File: config.mk
export PLATFORM = sky130hd
export DESIGN_NAME = ipm2t_hssthp_pll_rst_fsm_v1_5
export DESIGN_NICKNAME = d
export VERILOG_FILES = /design/src/rtl/ipm2t_hssthp_pll_rst_fsm_v1_5.sv
export SDC_FILE = /design/constraint.sdc
export NUM_CORES = 1
export LEC_CHECK = 0
export ABC_AREA = 1
export ABC_CLOCK_PERIOD_IN_PS = 3000
export CAP_MARGIN = 20
export CORE_MARGIN = 1
export CORE_UTILIZATION = 63
export DETAILED_ROUTE_END_ITERATION = 16
export PLACE_DENSITY = 0.84
export SYNTH_ARGS = -nofsm -noshare
export SYNTH_HDL_FRONTEND = slang
export SYNTH_SLANG_ARGS = --single-unit
File: constraint.sdc
create_clock -name clk -period 3 [get_ports clk]
set_input_delay 0.9 -clock clk [delete_from_list [all_inputs] [get_ports clk]]
set_output_delay 0.9 -clock clk [all_outputs]
set_load 0.02 [all_outputs]
File: src/rtl/ipm2t_hssthp_pll_rst_fsm_v1_5.sv
// HSSTHP PLL power-up/reset sequencer: powerdown, reset, lock qualification and retry.
// Optional retry limit with FAIL state is enabled by defining IPM2T_HSSTHP_PLL_RETRY_LIMIT_EN.
module ipm2t_hssthp_pll_rst_fsm_v1_5 #(
    parameter int FREE_CLOCK_FREQ   = 100,
    parameter int P_PD_US           = 2,
    parameter int P_RST_US          = 1,
    parameter int P_LOCK_TIMEOUT_US = 500,
    parameter int P_LOCK_STABLE_CYC = 256,
    parameter int P_MAX_RETRY       = 8
) (
    input  logic       clk,
    input  logic       rst,
    input  logic       i_pll_pd,
    input  logic       i_pll_rst,
    input  logic       i_pll_lock,
    output logic       PLL_POWERDOWN,
    output logic       PLL_RST,
    output logic       o_pll_done,
    output logic       o_pll_lock_loss,
    output logic [3:0] o_retry_cnt,
    output logic       o_pll_fail
);

    localparam int PD_CNT = P_PD_US * FREE_CLOCK_FREQ;
    localparam int RST_CNT = P_RST_US * FREE_CLOCK_FREQ;
    localparam int TO_CNT = P_LOCK_TIMEOUT_US * FREE_CLOCK_FREQ;
    localparam logic [19:0] PD_LAST = 20'(PD_CNT - 1);
    localparam logic [19:0] RST_LAST = 20'(RST_CNT - 1);
    localparam logic [19:0] TO_LAST = 20'(TO_CNT - 1);
    localparam logic [8:0] LOCK_LAST = 9'(P_LOCK_STABLE_CYC - 1);
`ifdef IPM2T_HSSTHP_PLL_RETRY_LIMIT_EN
    localparam logic [3:0] RETRY_LAST = 4'(P_MAX_RETRY - 1);
`endif

    typedef enum logic [2:0] {
        S_IDLE = 3'd0,
        S_PD   = 3'd1,
        S_RST  = 3'd2,
        S_WAIT = 3'd3,
`ifdef IPM2T_HSSTHP_PLL_RETRY_LIMIT_EN
        S_FAIL = 3'd5,
`endif
        S_DONE = 3'd4
    } state_t;

    state_t      state_q, state_d;
    logic [19:0] cntr_q, cntr_d;
    logic [8:0]  lock_cnt_q, lock_cnt_d;
    logic [3:0]  retry_q, retry_d;
    logic        sync1_q, sync2_q;
    logic        pd_q, pd_d;
    logic        prst_q, prst_d;
    logic        done_q, done_d;
    logic        loss_q, loss_d;
    logic        fail_q, fail_d;
    logic        lock_sync;

    assign lock_sync = sync2_q;

    always_comb begin
        state_d    = state_q;
        cntr_d     = cntr_q + 20'd1;
        lock_cnt_d = '0;
        retry_d    = retry_q;
        loss_d     = 1'b0;

        case (state_q)
            S_IDLE: state_d = S_PD;
            S_PD: if (cntr_q == PD_LAST) state_d = S_RST;
            S_RST: if (cntr_q == RST_LAST) state_d = S_WAIT;
            S_WAIT: begin
                if (lock_sync) begin
                    if (lock_cnt_q == LOCK_LAST) state_d = S_DONE;
                    else lock_cnt_d = (lock_cnt_q == 9'h1ff) ? lock_cnt_q : lock_cnt_q + 9'd1;
                end
                // A qualified lock beats a timeout landing on the same cycle.
                if (state_d == S_WAIT && cntr_q == TO_LAST) begin
                    retry_d = (retry_q == 4'hf) ? retry_q : retry_q + 4'd1;
`ifdef IPM2T_HSSTHP_PLL_RETRY_LIMIT_EN
                    state_d = (retry_q >= RETRY_LAST) ? S_FAIL : S_RST;
`else
                    state_d = S_RST;
`endif
                end
            end
            S_DONE: begin
                if (!lock_sync) begin
                    state_d = S_RST;
                    loss_d  = 1'b1;
                end
            end
`ifdef IPM2T_HSSTHP_PLL_RETRY_LIMIT_EN
            S_FAIL: state_d = S_FAIL;
`endif
            default: state_d = S_IDLE;
        endcase

        if (state_d != state_q) cntr_d = '0;

        // External overrides apply in every legal non-IDLE state and pin the counter at 0.
        if (state_q != S_IDLE && state_d != S_IDLE && (i_pll_pd || i_pll_rst)) begin
            state_d    = i_pll_pd ? S_PD : S_RST;
            cntr_d     = '0;
            lock_cnt_d = '0;
            retry_d    = retry_q;
            loss_d     = 1'b0;
        end

        if (state_d == S_PD) retry_d = '0;

        pd_d   = 1'b0;
        prst_d = 1'b0;
        done_d = 1'b0;
        fail_d = 1'b0;
        case (state_d)
            S_IDLE, S_PD: begin
                pd_d   = 1'b1;
                prst_d = 1'b1;
            end
            S_RST: prst_d = 1'b1;
            S_DONE: done_d = 1'b1;
`ifdef IPM2T_HSSTHP_PLL_RETRY_LIMIT_EN
            S_FAIL: begin
                pd_d   = 1'b1;
                prst_d = 1'b1;
                fail_d = 1'b1;
            end
`endif
            default: ;
        endcase
    end

    always_ff @(posedge clk) begin
        if (rst) begin
            state_q    <= S_IDLE;
            cntr_q     <= '0;
            lock_cnt_q <= '0;
            retry_q    <= '0;
            sync1_q    <= 1'b0;
            sync2_q    <= 1'b0;
            pd_q       <= 1'b1;
            prst_q     <= 1'b1;
            done_q     <= 1'b0;
            loss_q     <= 1'b0;
            fail_q     <= 1'b0;
        end else begin
            state_q    <= state_d;
            cntr_q     <= cntr_d;
            lock_cnt_q <= lock_cnt_d;
            retry_q    <= retry_d;
            sync1_q    <= i_pll_lock;
            sync2_q    <= sync1_q;
            pd_q       <= pd_d;
            prst_q     <= prst_d;
            done_q     <= done_d;
            loss_q     <= loss_d;
            fail_q     <= fail_d;
        end
    end

    assign PLL_POWERDOWN   = pd_q;
    assign PLL_RST         = prst_q;
    assign o_pll_done      = done_q;
    assign o_pll_lock_loss = loss_q;
    assign o_retry_cnt     = retry_q;
    assign o_pll_fail      = fail_q;

endmodule
* After elaboration in Yosys (flattened, before gate mapping) *
Index checks and enable logic that the tools add are counted.
Widths: inputs -> output; s select.

operators by class
  add/sub/neg operators = 3
  equal/unequal tests = 15
  reduce and logical (&&, ||, !) cells = 15
  muxes and demuxes = 14
  bitwise operators = 5

operators by type and width
  operator               number
  $mux 3                 8
  $add 20x1->20 const B  1
  $eq 20x16->1 const B   1
  $eq 20x7->1 const B    1
  $eq 20x8->1 const B    1
  $pmux 3 s5             1
  $eq 3x2->1 const B     4
  $add 9x1->9 const B    1
  $eq 9x8->1 const B     1
  $eq 9x9->1 const B     1
  $reduce_or 3->1        3
  $eq 3x1->1 const B     2
  $eq 3x3->1 const B     2
  $logic_not 3->1        2
  $reduce_bool 3->1      2
  $not 1->1              5
  $reduce_or 5->1        1
  $add 4x1->4 const B    1
  $eq 4x4->1 const B     1
  $mux 1                 4
  $reduce_and 4->1       1
  $reduce_or 2->1        2
  $logic_and 1x1->1      3
  $ne 3x3->1             1
  2 further kinds        2

storage, ports and cells
  register bits = 42
  output and inout port bits = 9
  logic and storage cells = 62
  bits of input ports = 5

* Longest topological paths before layout *
  depth after elaboration = 15
  depth in mapped cells = 15
  depth with buffers taken out = 15

* Worst setup path after synthesis *
No wires, ideal clock.

  path type = flip-flop to flip-flop
  start point = register lock_cnt_q[0]
  end point = register cntr_q[16]
  stages on the path, launching flop included = 16
  slack = 978 ps
  library setup time = 64 ps
  clock period less this slack = 2022 ps
  arrival time = 1958 ps
  buffers on the path = 1
  required time = 2936 ps
  path through = dfxtp_1 > ha_1 > nand2_1 > nor3_1 > inv_1 > nor2_1 > ha_1 > nand2_1 > nand2_1 > nor3_1 > nand2_1 > nand2_1 > a31oi_1 > nand3b_1 > buf_6 > nor2_1

between the ends
  cells in the longest elaborated chain, start to end = 12
  elaborated cells between the ends (all ways) = 13
  those cells by class = 3 x eq/ne; 5 x mux; 5 x reduce/logical

ends and longest elaborated chain
  what                                RTL line  source
  from (decl)                         48        logic [8:0] lock_cnt_q, lock_cnt_d;
  from (signal assigned)              149       lock_cnt_q <= lock_cnt_d;
  $eq 9x8->1 *                        73        if (lock_cnt_q == LOCK_LAST) state_d = S_DONE;
  $mux 3 *                            73
  $mux 3 *                            72        if (lock_sync) begin
  $mux 3 *                            67        case (state_q)
  $eq 3x2->1                          77        if (state_d == S_WAIT && cntr_q == TO_LAST) begin
  $logic_and 1x1->1                   77
  $mux 3 *                            77
  $pmux 3 s5 *                        67
  $reduce_bool 3->1                   101       if (state_q != S_IDLE && state_d != S_IDLE && (i_pll_pd || i_pll_rst)) begin
  $logic_and 1x1->1 (2 in series)     101
  $reduce_or 3->1 (no source line) *  --
  to (signal assigned)                148       cntr_q <= cntr_d;
  to (decl)                           47        logic [19:0] cntr_q, cntr_d;

Every way passes the cells marked *; elsewhere a longest branch is shown, timed or not. The select of a mux whose other input is x is not followed.
A chain may end at the register's enable or synchronous reset.

* Worst setup path after layout *
  start point = register lock_cnt_q[1]
  end point = register cntr_q[14]

Same word-level chain as after synthesis.

==> flow_metrics.env <==
export IMPL_antenna_found_initial=0
export IMPL_fmax_ghz=0.412
export IMPL_skew_ns=0.0108
export IMPL_start_util_pct=66.4
export IMPL_postCtsResizedCells=0
export IMPL_vias_per_cell=5.07
export IMPL_async_reset_ff_share_pct=0
export IMPL_cp_cell_sequence="ha_1, nand2_1, nor3_1, inv_1, nor2_1, ha_1, nand2_1, nand2_1, nor3_1, nand2_1, nand2_1, a31oi_1, nand3b_1, buf_4, nor2_2"
export IMPL_path_delay_family="simple AND/OR/NAND/NOR gates"
export IMPL_synth_cell_types=33
export IMPL_yosysMostFrequentCell="nand2_1"
export IMPL_irDropWorstVdd_uv=457
export IMPL_clk_latency_ns=0.36
export IMPL_die_h_um=61.8
export IMPL_whs_ns=0.412
export IMPL_root_buffer="clkbuf_4"
export IMPL_crit_slowest_cell="dfxtp_1"
export IMPL_maxCapViolCount=0
export IMPL_cts_buffer_depth=2
export IMPL_grt_pass1_wl_um=6600
export IMPL_clkTransAtPathRegs_ns=0.13
export IMPL_dieArea_um2=3820
export IMPL_synth_top_area_share_pct=37.4
export IMPL_chipWidth_um=61.8
export IMPL_max_stage_delay_ns=0.37
export IMPL_grt_max_degree=21
export IMPL_fin_tns_setup_ns=0
export IMPL_cpMostUsedCell="nand2_1"
export IMPL_synth_main_ff_cell="dfxtp_1"
export IMPL_synth_area_top_cells="dfxtp_1, nand2_1, inv_1, nor2_1, nor2_2"
export IMPL_rsz0062_at_grt="no"
export IMPL_wire_per_inst_um=11.1
export IMPL_syn_nets=320
export IMPL_grt_overflow=0
export IMPL_cts_tree="yes"
export IMPL_coreArea_um2=3390
export IMPL_num_antenna_cells=0
export IMPL_critPathKind="reg -> reg"
export IMPL_start_kind="flip-flop"
export IMPL_numCtsBuffers=5
export IMPL_ys_seq_area_share_pct=37.4
export IMPL_ioPinCount=14
export IMPL_worst_path_buf_inv=2
export IMPL_drv_slew=0
export IMPL_required_ns=3.31
export IMPL_track_usage_pct=23.9
export IMPL_hpwl_um=3030
export IMPL_cts_hold_buf=0
export IMPL_synth_edff_count=0
export IMPL_final_seq_area_um2=841
export IMPL_synth_warnings=0
export IMPL_finalSetupViolations=0
export IMPL_cts_sinks=42
export IMPL_finalHoldViolCount=0
export IMPL_grt_pass1_vias=1586
export IMPL_status="finished clean"
export IMPL_multi_input_area_um2=1210
export IMPL_drt_iter0_drc=106
export IMPL_nets=337
export IMPL_synth_common_cells="nand2_1, inv_1, dfxtp_1, nor2_1, nor2_2"
export IMPL_drc=0
export IMPL_gp_congestion=0.834
export IMPL_min_period_over_period_pct=80.9
export IMPL_p_leak_uw=0.000926
export IMPL_drive_above_1_share_pct=13.7
export IMPL_firstDrtPassIters=4
export IMPL_fp_row_count=21
export IMPL_avgSynthCellArea_um2=7.26
export IMPL_antenna_left=0
export IMPL_htree_num_levels=2
export IMPL_synth_area_um2=2250
export IMPL_vias=1896
export IMPL_synth_cells=310
export IMPL_wl_um=4150
export IMPL_hp_class="reg -> reg"
export IMPL_ys_ff_latch=42
export IMPL_cts_setup_buffers=0
export IMPL_area_delta_synth_final_pct=9.56
export IMPL_synth_top_cell_by_area="dfxtp_1"
export IMPL_power_density_nw_per_um2=491
export IMPL_fillers=265
export IMPL_crit_fanout=20
export IMPL_period_minus_slack_ns=2.43
export IMPL_port_buffers=12
export IMPL_crit_arrival_ns=2.73
export IMPL_endpoint_kind="flip-flop"
## state kept, by name (all words and copies together) (netlist names), 3 cells and up
| name | cells |
|---|---|
| lock_cnt_q | 9 |
| state_q | 3 |
| cntr_q | 20 |
| o_retry_cnt | 4 |
## metal layers
metal,up-vias,track usage [%],routed length (um)
li1,1012,-,-
met1,857,30.1,1980
met2,22,39.3,2010
met4,0,7.30,51
met5,-,0,0
met3,5,7.45,116
## per-stage QoR
step	std cells	cell area (um^2)	worst slack [ns]	utilization (%)	total power, uW
floorplan	310	2250	0.978	-	861
global placement	366	2410	0.590	71.0	921
detailed placement	366	2410	0.548	71.0	927
CTS	374	2470	0.573	72.8	1220
global route	374	2470	0.344	72.8	1270
finish	374	2470	0.574	72.8	1210
## tightest hold or removal path: stages (launching register included)
cell     delay [ns]
dfxtp_1        0.32
inv_1          0.04
nor2_1         0.03
## logic make-up after synthesis
group                      after synthesis  synth area share, %
and+or+nand+nor                        171                 37.0
buffers and inverters                   49                 9.01
DFF                                     42                 37.4
AOI/OAI and AO/OA                       22                 5.95
xor gates and xnor gates                20                 7.78
adders and majority gates                5                 2.78
other                                    1                0.167
## where the power goes
part	switching (uW)	internal, uW
clock	182	114
combinational	198	98.6
sequential	28.5	591
## layout by cell type, fill, tap and decap left out, types with 2 or more instances in the layout
master,n
nand2_1,57
inv_1,44
dfxtp_1,42
nor2_1,39
nor2_2,22
nand3_1,18
nor3_1,12
clkdlybuf4s50_1,12
a21oi_1,11
xor2_1,11
xnor2_1,9
nand4_1,7
ha_1,5
clkbuf_4,5
o21ai_0,4
nand2_2,3
inv_2,2
a21oi_2,2
and3_1,2
nor2_4,2
nand3b_1,2
nor3b_1,2
## path summary, 6_finish.rpt
| path | startpoint | end | slack [ns] | cells after the start |
|---|---|---|---|---|
| worst max-delay path | lock_cnt_q[1] | cntr_q[14] | 0.57 | 15 |
| worst min-delay path | sync1_q | lock_sync | 0.41 | 2 |
| worst max register to register | lock_cnt_q[1] | cntr_q[14] | 0.57 | 15 |
| worst min register to register | sync1_q | lock_sync | 0.41 | 2 |
## area by class of cell
cell class,count,share of cell area (%)
clock buffer,7,2.23
clock inverter,1,0.203
inverter,46,7.00
multi-input combinational,219,49.0
sequential,42,34.1
tap,46,2.33
timing repair buffer,13,5.18
(Power assumes the default switching activity.)
